===== src/rtl/arcade_input_mapper.sv =====
// rtl/arcade_input_mapper.sv - PS/2 keyboard and joystick to per-player arcade buttons
// Optional autofire is built only when INPUT_MAPPER_AUTOFIRE_EN is defined.
module arcade_input_mapper #(
    parameter int PLAYERS   = 2,
    parameter int MERGE_JOY = 1,
    parameter int COIN_MIN  = 16,
    parameter int AF_HALF   = 4096
) (
    input  logic                  clk_sys,
    input  logic                  reset,
    input  logic [10:0]           ps2_key,
    input  logic [16*PLAYERS-1:0] joy,
    input  logic [PLAYERS-1:0]    autofire,
    output logic [8*PLAYERS-1:0]  btn
);
    localparam logic       P2_EN     = (PLAYERS > 1);
    localparam logic [7:0] COIN_LOAD = 8'(COIN_MIN);

    logic        r_prev_tog;
    logic [17:0] r_keys;
    logic        w_evt;
    logic        w_hit;
    logic [4:0]  w_idx;
    logic [15:0] w_joy_any;
    logic        w_unused;

    assign w_evt    = ps2_key[10] ^ r_prev_tog;
    assign w_unused = ^{joy, autofire, r_keys};

    // Nine key slots per player: right, left, down, up, fire, bomb, start A, start B, coin
    always_comb begin
        w_hit = 1'b1;
        w_idx = 5'd0;
        case (ps2_key[7:0])
            8'h74: w_idx = 5'd0;
            8'h6B: w_idx = 5'd1;
            8'h72: w_idx = 5'd2;
            8'h75: w_idx = 5'd3;
            8'h14: w_idx = 5'd5;
            8'h29: begin w_idx = 5'd4;  w_hit = ~ps2_key[8]; end
            8'h05: begin w_idx = 5'd6;  w_hit = ~ps2_key[8]; end
            8'h16: begin w_idx = 5'd7;  w_hit = ~ps2_key[8]; end
            8'h2E: begin w_idx = 5'd8;  w_hit = ~ps2_key[8]; end
            8'h34: begin w_idx = 5'd9;  w_hit = ~ps2_key[8] & P2_EN; end
            8'h23: begin w_idx = 5'd10; w_hit = ~ps2_key[8] & P2_EN; end
            8'h2B: begin w_idx = 5'd11; w_hit = ~ps2_key[8] & P2_EN; end
            8'h2D: begin w_idx = 5'd12; w_hit = ~ps2_key[8] & P2_EN; end
            8'h1C: begin w_idx = 5'd13; w_hit = ~ps2_key[8] & P2_EN; end
            8'h1B: begin w_idx = 5'd14; w_hit = ~ps2_key[8] & P2_EN; end
            8'h06: begin w_idx = 5'd15; w_hit = ~ps2_key[8] & P2_EN; end
            8'h1E: begin w_idx = 5'd16; w_hit = ~ps2_key[8] & P2_EN; end
            8'h36: begin w_idx = 5'd17; w_hit = ~ps2_key[8] & P2_EN; end
            default: w_hit = 1'b0;
        endcase
    end

    always_comb begin
        w_joy_any = '0;
        for (int i = 0; i < PLAYERS; i++) begin
            w_joy_any = w_joy_any | joy[16*i +: 16];
        end
    end

    always_ff @(posedge clk_sys or posedge reset) begin
        if (reset) begin
            r_prev_tog <= 1'b0;
            r_keys     <= '0;
        end else begin
            r_prev_tog <= ps2_key[10];
            if (w_evt && w_hit) begin
                r_keys[w_idx] <= ps2_key[9];
            end
        end
    end

    for (genvar p = 0; p < PLAYERS; p++) begin : g_player
        logic [8:0] w_k;
        logic [7:0] w_jb;
        logic [7:0] w_raw;
        logic       w_fire;
        logic [7:0] w_coin_next;
        logic [7:0] r_coin_cnt;
        logic       r_coin_prev;
        logic [7:0] r_btn;

        assign w_k = r_keys[9*p +: 9];

        if (MERGE_JOY != 0) begin : g_merge
            assign w_jb = {(p == 0) ? w_joy_any[8] : 1'b0,
                           (p == 0) ? w_joy_any[6] : w_joy_any[7],
                           w_joy_any[5:0]};
        end else begin : g_split
            assign w_jb = {joy[16*p+8], joy[16*p+6], joy[16*p +: 6]};
        end

        assign w_raw = {w_k[8], w_k[6] | w_k[7], w_k[5:0]} | w_jb;

        // Output uses the post-update count so the stretch lasts exactly COIN_MIN cycles
        assign w_coin_next = (w_raw[7] & ~r_coin_prev) ? COIN_LOAD :
                             (r_coin_cnt != 8'd0) ? r_coin_cnt - 8'd1 : 8'd0;

`ifdef INPUT_MAPPER_AUTOFIRE_EN
        localparam logic [15:0] AF_LIM = 16'(AF_HALF);
        logic        w_af_on;
        logic [15:0] r_af_cnt;
        logic [15:0] w_af_cnt_next;
        logic        r_af_phase;
        logic        w_af_phase_next;

        assign w_af_on = autofire[p] & w_raw[4];

        // A zero count marks a fresh press: the first half-period is always high
        always_comb begin
            w_af_cnt_next   = 16'd0;
            w_af_phase_next = 1'b0;
            if (w_af_on) begin
                if (r_af_cnt == 16'd0) begin
                    w_af_cnt_next   = 16'd1;
                    w_af_phase_next = 1'b1;
                end else if (r_af_cnt == AF_LIM) begin
                    w_af_cnt_next   = 16'd1;
                    w_af_phase_next = ~r_af_phase;
                end else begin
                    w_af_cnt_next   = r_af_cnt + 16'd1;
                    w_af_phase_next = r_af_phase;
                end
            end
        end

        assign w_fire = w_af_on ? w_af_phase_next : w_raw[4];

        always_ff @(posedge clk_sys or posedge reset) begin
            if (reset) begin
                r_af_cnt   <= 16'd0;
                r_af_phase <= 1'b0;
            end else begin
                r_af_cnt   <= w_af_cnt_next;
                r_af_phase <= w_af_phase_next;
            end
        end
`else
        assign w_fire = w_raw[4];
`endif

        always_ff @(posedge clk_sys or posedge reset) begin
            if (reset) begin
                r_coin_cnt  <= 8'd0;
                r_coin_prev <= 1'b0;
                r_btn       <= 8'd0;
            end else begin
                r_coin_cnt  <= w_coin_next;
                r_coin_prev <= w_raw[7];
                r_btn       <= {w_raw[7] | (w_coin_next != 8'd0), w_raw[6:5], w_fire, w_raw[3:0]};
            end
        end

        assign btn[8*p +: 8] = r_btn;
    end
endmodule

===== config.mk =====
export PLATFORM = sky130hd
export DESIGN_NAME = arcade_input_mapper
export DESIGN_NICKNAME = d
export VERILOG_FILES = /design/src/rtl/arcade_input_mapper.sv
export SDC_FILE = /design/constraint.sdc
export NUM_CORES = 1
export LEC_CHECK = 0
export CORE_ASPECT_RATIO = 1.25
export CORE_MARGIN = 2
export CORE_UTILIZATION = 50
export CTS_CLUSTER_DIAMETER = 80
export DETAILED_ROUTE_END_ITERATION = 10
export PLACE_DENSITY_LB_ADDON = 0.12
export SYNTH_ARGS = -nofsm -noshare
export SYNTH_HDL_FRONTEND = slang
export SYNTH_SLANG_ARGS = --single-unit

===== constraint.sdc =====
create_clock -name clk_sys -period 2.7 [get_ports clk_sys]
set_input_delay 0.27 -clock clk_sys [delete_from_list [all_inputs] [get_ports clk_sys]]
set_output_delay 0.27 -clock clk_sys [all_outputs]
set_load 0.05 [all_outputs]

Word level (Yosys, flattened, before mapping)

Index checks and enable logic that the tools add are counted.

Flip-flop bits (word level): 53
Input port bits: 47
Output and inout bits: 16

Bitwise gates (word level): 13
Magnitude comparators: 2
Mux-type cells: 9
Eq/ne operators: 18
Reduce and logical (&&, ||, !) cells: 8
Add/subtract/negate cells: 2

Operators with widths:

| operator                                                                      | count |
|---|---|
| 5-bit case mux with 17 select lines                                           | 1 |
| 8-bit by 6-bit equality test with 1-bit output (second input constant)        | 7 |
| 8-bit by 5-bit equality test with 1-bit output (second input constant)        | 5 |
| 8-bit by 7-bit equality test with 1-bit output (second input constant)        | 4 |
| 8-bit 2-to-1 mux                                                              | 4 |
| 8-bit nonzero test                                                            | 4 |
| 18-bit bitwise mux                                                            | 1 |
| 8-bit by 3-bit equality test with 1-bit output (second input constant)        | 2 |
| 8-bit by 1-bit subtractor with 8-bit output (second input constant)           | 2 |
| 13-bit OR reduction                                                           | 1 |
| 9-bit bitwise OR                                                              | 1 |
| 8-bit by 7-bit bitwise OR with 8-bit output                                   | 1 |
| 8-bit bitwise OR                                                              | 1 |
| 5-bit by 6-bit less-than comparator with 1-bit output (second input constant) | 1 |
| 1-bit demux with 5-bit select                                                 | 1 |
| 5-bit by 1-bit >= comparator with 1-bit output (second input constant)        | 1 |
| 5-bit OR reduction                                                            | 1 |
| 1-bit bitwise OR                                                              | 4 |
| 1-bit NOT                                                                     | 3 |
| 1-bit bitwise AND                                                             | 2 |
| 1-bit logical AND                                                             | 2 |
| 1-bit case mux with 2 select lines                                            | 1 |
| 1-bit 2-to-1 mux                                                              | 1 |
| 1-bit bitwise XOR                                                             | 1 |

Depth between registers and ports, before layout

Depth after elaboration: 7
Gate-level depth with buffers: 8
Gate-level depth less buffers: 8

Worst setup path before layout

OpenSTA, ideal clock, no wires.

Path type: register -> register
From: register g_player[1].r_coin_cnt[0]
To: register g_player[1].r_btn[7]
Arrival: 2.058 ns
Stages on the path, launching flop included: 8
Slack: 0.503 ns
Clock period less this slack: 2.197 ns
Path buffers: 0
Cell sequence: dfrtp_1 > inv_1 > ha_1 > nor4bb_1 > xnor2_1 > nor2_1 > or4_1 > or4_1

Cells in the longest elaborated chain, start to end: 5
Elaborated cells on any way between the ends: 6
Those cells by class: add/sub: 1; mux: 2; bitwise: 1; reduce/logical: 2

Ends and longest elaborated chain:

| what                                                                                     | line | text |
|---|---|---|
| start, declared                                                                          | 82   | `logic [7:0] r_coin_cnt;` |
| start signal, assigned                                                                   | 151  | `r_coin_cnt <= w_coin_next;` |
| 8-bit by 1-bit subtractor with 8-bit output / 8-bit nonzero test (equally long branches) | 100  | `(r_coin_cnt != 8'd0) ? r_coin_cnt - 8'd1 : 8'd0;` |
| 8-bit 2-to-1 mux (*)                                                                     | 100  |  |
| 8-bit 2-to-1 mux (*)                                                                     | 99   | `assign w_coin_next = (w_raw[7] & ~r_coin_prev) ? COIN_LOAD :` |
| net g_player[1].w_coin_next[6]                                                           | 81   | `logic [7:0] w_coin_next;` |
| 8-bit nonzero test (*)                                                                   | 153  | `r_btn <= {w_raw[7] \| (w_coin_next != 8'd0), w_raw[6:5], w_fire, w_raw[3:0]};` |
| 1-bit bitwise OR (*)                                                                     | 153  |  |
| end signal, assigned                                                                     | 153  |  |
| end, declared                                                                            | 84   | `logic [7:0] r_btn;` |

Mark *: on every way through the listed nets, which the timed path passes. The rest lies on a longest branch.
A chain may end at the register's enable or synchronous reset.

Worst setup path in the final report

From: input ps2_key[1]
To: register r_keys[10]

Cells in the longest elaborated chain, start to end: 7
Elaborated cells on any way between the ends: 29
Those cells by class: order compare: 2; eq/ne: 18; mux: 5; reduce/logical: 4

Ends and longest elaborated chain:

| what                                                                                                                                                 | line | text |
|---|---|---|
| start, declared                                                                                                                                      | 11   | `input logic [10:0] ps2_key,` |
| 8-bit by 6-bit equality test with 1-bit output, or another cell as far along                                                                         | 34   | `case (ps2_key[7:0])` |
| 5-bit case mux with 17 select lines                                                                                                                  | 34   |  |
| 5-bit by 6-bit less-than comparator with 1-bit output (implied by the code) / 5-bit by 1-bit >= comparator with 1-bit output (equally long branches) | 71   | `r_keys[w_idx] <= ps2_key[9];` |
| 1-bit logical AND (implied by the code)                                                                                                              | 71   |  |
| 1-bit 2-to-1 mux (implied by the code)                                                                                                               | 71   |  |
| 1-bit demux with 5-bit select                                                                                                                        | 71   |  |
| 18-bit bitwise mux                                                                                                                                   | 71   |  |
| end signal, assigned by index                                                                                                                        | 71   |  |
| end, declared                                                                                                                                        | 20   | `logic [17:0] r_keys;` |

Several ways; a longest one is shown, not always the timed one.

==> flow_summary_export.csv <==
group,metric,value,unit
sta,setup_viol,0,
floorplan,die_area,6000,um2
placement,dp_cells,373,
setup_path,worst_setup_path_start_kind,"input pin",
global_route,grt_max_degree,29,
drt,drtAntennaViolNets,0,
logic_synthesis,synth_edf_count,0,
drt,wl_met2,3.09,mm
worst_hold_path,hp-class,"in -> async",
global_route,antenna_found_initial,0,
clock_tree,path_clk_slew,0.09,ns
setup_path,reg2reg_depth,7,
clock_tree,cts_buffers,5,
finish,multiInputGateArea,1280,um2
logic_synthesis,syn_nets,293,
sta,period_share,0.883,
finish,n_antenna_cell,0,
clock_tree,cts-root-buf,"clkbuf_8",
setup_path,path_cells,"clkdlybuf4s50_1 > o21ba_1 > o211a_1 > nor4_4 > nand2b_2 > or4_1 > mux2_4",
drt,wl_met1,2.19,mm
floorplan,io_pins,63,
logic_synthesis,syn_avg_cell_area,11.1,um2
finish,post-route-util,0.687,
placement,gp_congestion,0.907,
logic_synthesis,synth_ff_type,"dfrtp_1",
logic_synthesis,synth_area,2700,um2
clock_tree,cts_tree,"yes",
finish,instances_no_fill,381,
power_and_ir_drop,sequentialPowerShare,0.467,
power_and_ir_drop,power_frac_clock,0.231,
global_route,grt_first_pass_wirelength,10.0,mm
power_and_ir_drop,power.total,2.29,mW
clock_tree,cts-resized-gates,0,
setup_path,path_class,"in -> reg",
power_and_ir_drop,p_int,1.54,mW
logic_synthesis,ys_ff_latch,53,
power_and_ir_drop,power_density,646,nW/um2
clock_tree,cts_setup_buffers,0,
clock_tree,cts_max_level,2,
run,max-cap-violations,0,
sta,timing.setup.tns,0,ns
sta,hold_viol,0,
sta,finalCriticalPeriod,2.38,ns
finish,n_fill_cell,401,
drt,wl,5.54,mm
finish,final_area,3540,um2
drt,drc,0,
power_and_ir_drop,switching_share,0.329,
clock_tree,cts_sinks,53,
sta,finalClockSkew,0.00849,ns
placement,dpl_cell_area,3430,um2
logic_synthesis,synthCells,242,
setup_path,cp.required,2.90,ns
global_route,overflow,0,
finish,final_cell_mix,"53 x dfrtp_1, 46 x clkdlybuf4s50_1, 30 x buf_4",
drt,dr_total_vias,2122,
floorplan,dieHeight,86.1,um
clock_tree,hold_buffers,0,
drt,wl_per_cell,14.6,um
clock_tree,clockBufferDepth,2,
floorplan,die_w,69.7,um
sta,slew-limit-headroom,0.566,
drt,vias_per_cell,5.57,
sta,max_freq,0.420,GHz
setup_path,arrival,2.58,ns
global_route,grt_pass1_vias,2154,
finish,final_layout_size_suffix_gt1_frac,0.157,
power_and_ir_drop,p_leak,1.54,nW
setup_path,crit_slowest_cell,"clkdlybuf4s50_1",
drt,drt_pass1_iterations,4,
logic_synthesis,async_reset_ff_frac,1.00,
drt,route.met3.wl,178,um
sta,slew_viol_final,0,
global_route,globalRouteTotalUtil,0.207,
setup_path,crit_path_max_fanout,8,
floorplan,start_util,0.523,
sta,rsz0062_at_grt,"false",
logic_synthesis,ys_seq_area_frac,0.492,
finish,final_nets,369,
setup_path,critPathMaxStageDelay,0.54,ns
placement,numPortBuffers,46,
power_and_ir_drop,pwr-share-comb,0.301,
finish,layout_commonest_cell,"dfrtp_1",
setup_path,critPathCaptureType,"flop",
floorplan,core_region_area,5150,um2
power_and_ir_drop,irDropWorstVdd,0.000360,V
drt,drt-initial-drc-count,101,
drt,dr.max_layer_used,"met4",
sta,tightest_slew,0.649,ns
outcome,outcome,"finished, final reports clean",
logic_synthesis,synth.distinct_cells,52,
logic_synthesis,yosys_warnings,0,
clock_tree,insertion_delay,0.30,ns
power_and_ir_drop,p_switching,0.751,mW
finish,area.sequential,1330,um2
floorplan,rows,29,
finish,area_delta_synth_final,31.4,%
placement,dp_hpwl,4.46,mm
[metrics by stage]
step | worst slack, ns | hold WS (ns)
2_1_floorplan | 0.503 | 0.301
3_3_place_gp | 0.000606 | 0.410
3_5_place_dp | -0.0276 | 0.416
4_1_cts | 0.290 | 0.370
5_1_grt | 0.105 | 0.410
6_report | 0.317 | 0.347
[power groups by stage]
| stage | Clock (mW) | Sequential [mW] | Combinational (mW) |
|---|---|---|---|
| 2_1_floorplan | 0 | 1.10 | 0.446 |
| 3_3_place_gp | 0 | 1.07 | 0.673 |
| 3_5_place_dp | 0 | 1.08 | 0.695 |
| 4_1_cts | 0.540 | 1.07 | 0.701 |
| 5_1_grt | 0.576 | 1.09 | 0.792 |
| 6_report | 0.529 | 1.07 | 0.689 |
[critical path, delay by kind of cell]
kind            cells  cell delay [ns]
buf+inv             1             0.54
mux                 1             0.31
compound gates      2             0.50
simple gates        3             0.96
[cells by family after synthesis]
| group | share of synthesized area |
|---|---|
| compound gates | 0.0608 |
| mux | 0.0766 |
| flops | 0.492 |
| fa+ha+maj | 0.0186 |
| xor+xnor | 0.0455 |
| simple gates | 0.272 |
| buf+inv | 0.0348 |
[state kept, by name, indices dropped and copies added, names as in the netlist]
register and count:
r_prev_tog 1, g_player.r_coin_cnt 16, g_player.r_coin_prev 2, g_player.r_btn 16
r_keys 18
[final timing paths]
check	startpoint	to	slack [ns]
min reg2reg	r_keys[17]$_DFFE_PP0P_	g_player[1].r_coin_prev$_DFF_PP0_	0.42
max reg2reg	g_player[1].r_coin_cnt[0]$_DFF_PP0_	g_player[1].r_btn[7]$_DFF_PP0_	0.32
min	reset	g_player[1].r_btn[1]$_DFF_PP0_	0.35
min in group clk_sys	r_keys[17]$_DFFE_PP0P_	g_player[1].r_coin_prev$_DFF_PP0_	0.42
max	ps2_key[1]	r_keys[10]$_DFFE_PP0P_	0.32
max in group asynchronous	reset	r_prev_tog$_DFF_PP0_	1.81
[routing by layer]
| layer | vias up | global-route usage |
|---|---|---|
| met4 | 0 | 0.0647 |
| met1 | 1031 | 0.240 |
| met5 | - | 0 |
| met3 | 8 | 0.0341 |
| met2 | 44 | 0.392 |
| li1 | 1039 | - |
[layout make-up]
type                       instances  area share
sequential                        53       0.374
clock buffer                       6      0.0205
inverter                          12      0.0127
clock inverter                     2      0.0110
tap                               62      0.0219
multi-input combinational        169       0.360
timing repair buffer              77       0.199
[Yosys cell counts (all sizes together), types with 3 or more instances]
master,instances,share of area
nand3b,6,0.017
inv,12,0.017
nor4b,6,0.027
xnor2,9,0.029
or4,6,0.017
mux2,18,0.077
dfrtp,53,0.49
nand4,4,0.0093
nor3,7,0.013
or3,14,0.032
nor4,8,0.029
xor2,5,0.016
clkbuf,3,0.0042
ha,4,0.019
nand2,8,0.011
buf,5,0.014
nor2,21,0.030
nand4b,3,0.0097
nor3b,3,0.0084
nand2b,7,0.017
a211oi,4,0.013
nand3,10,0.019
Note: power is estimated with default switching activity, not from simulation.
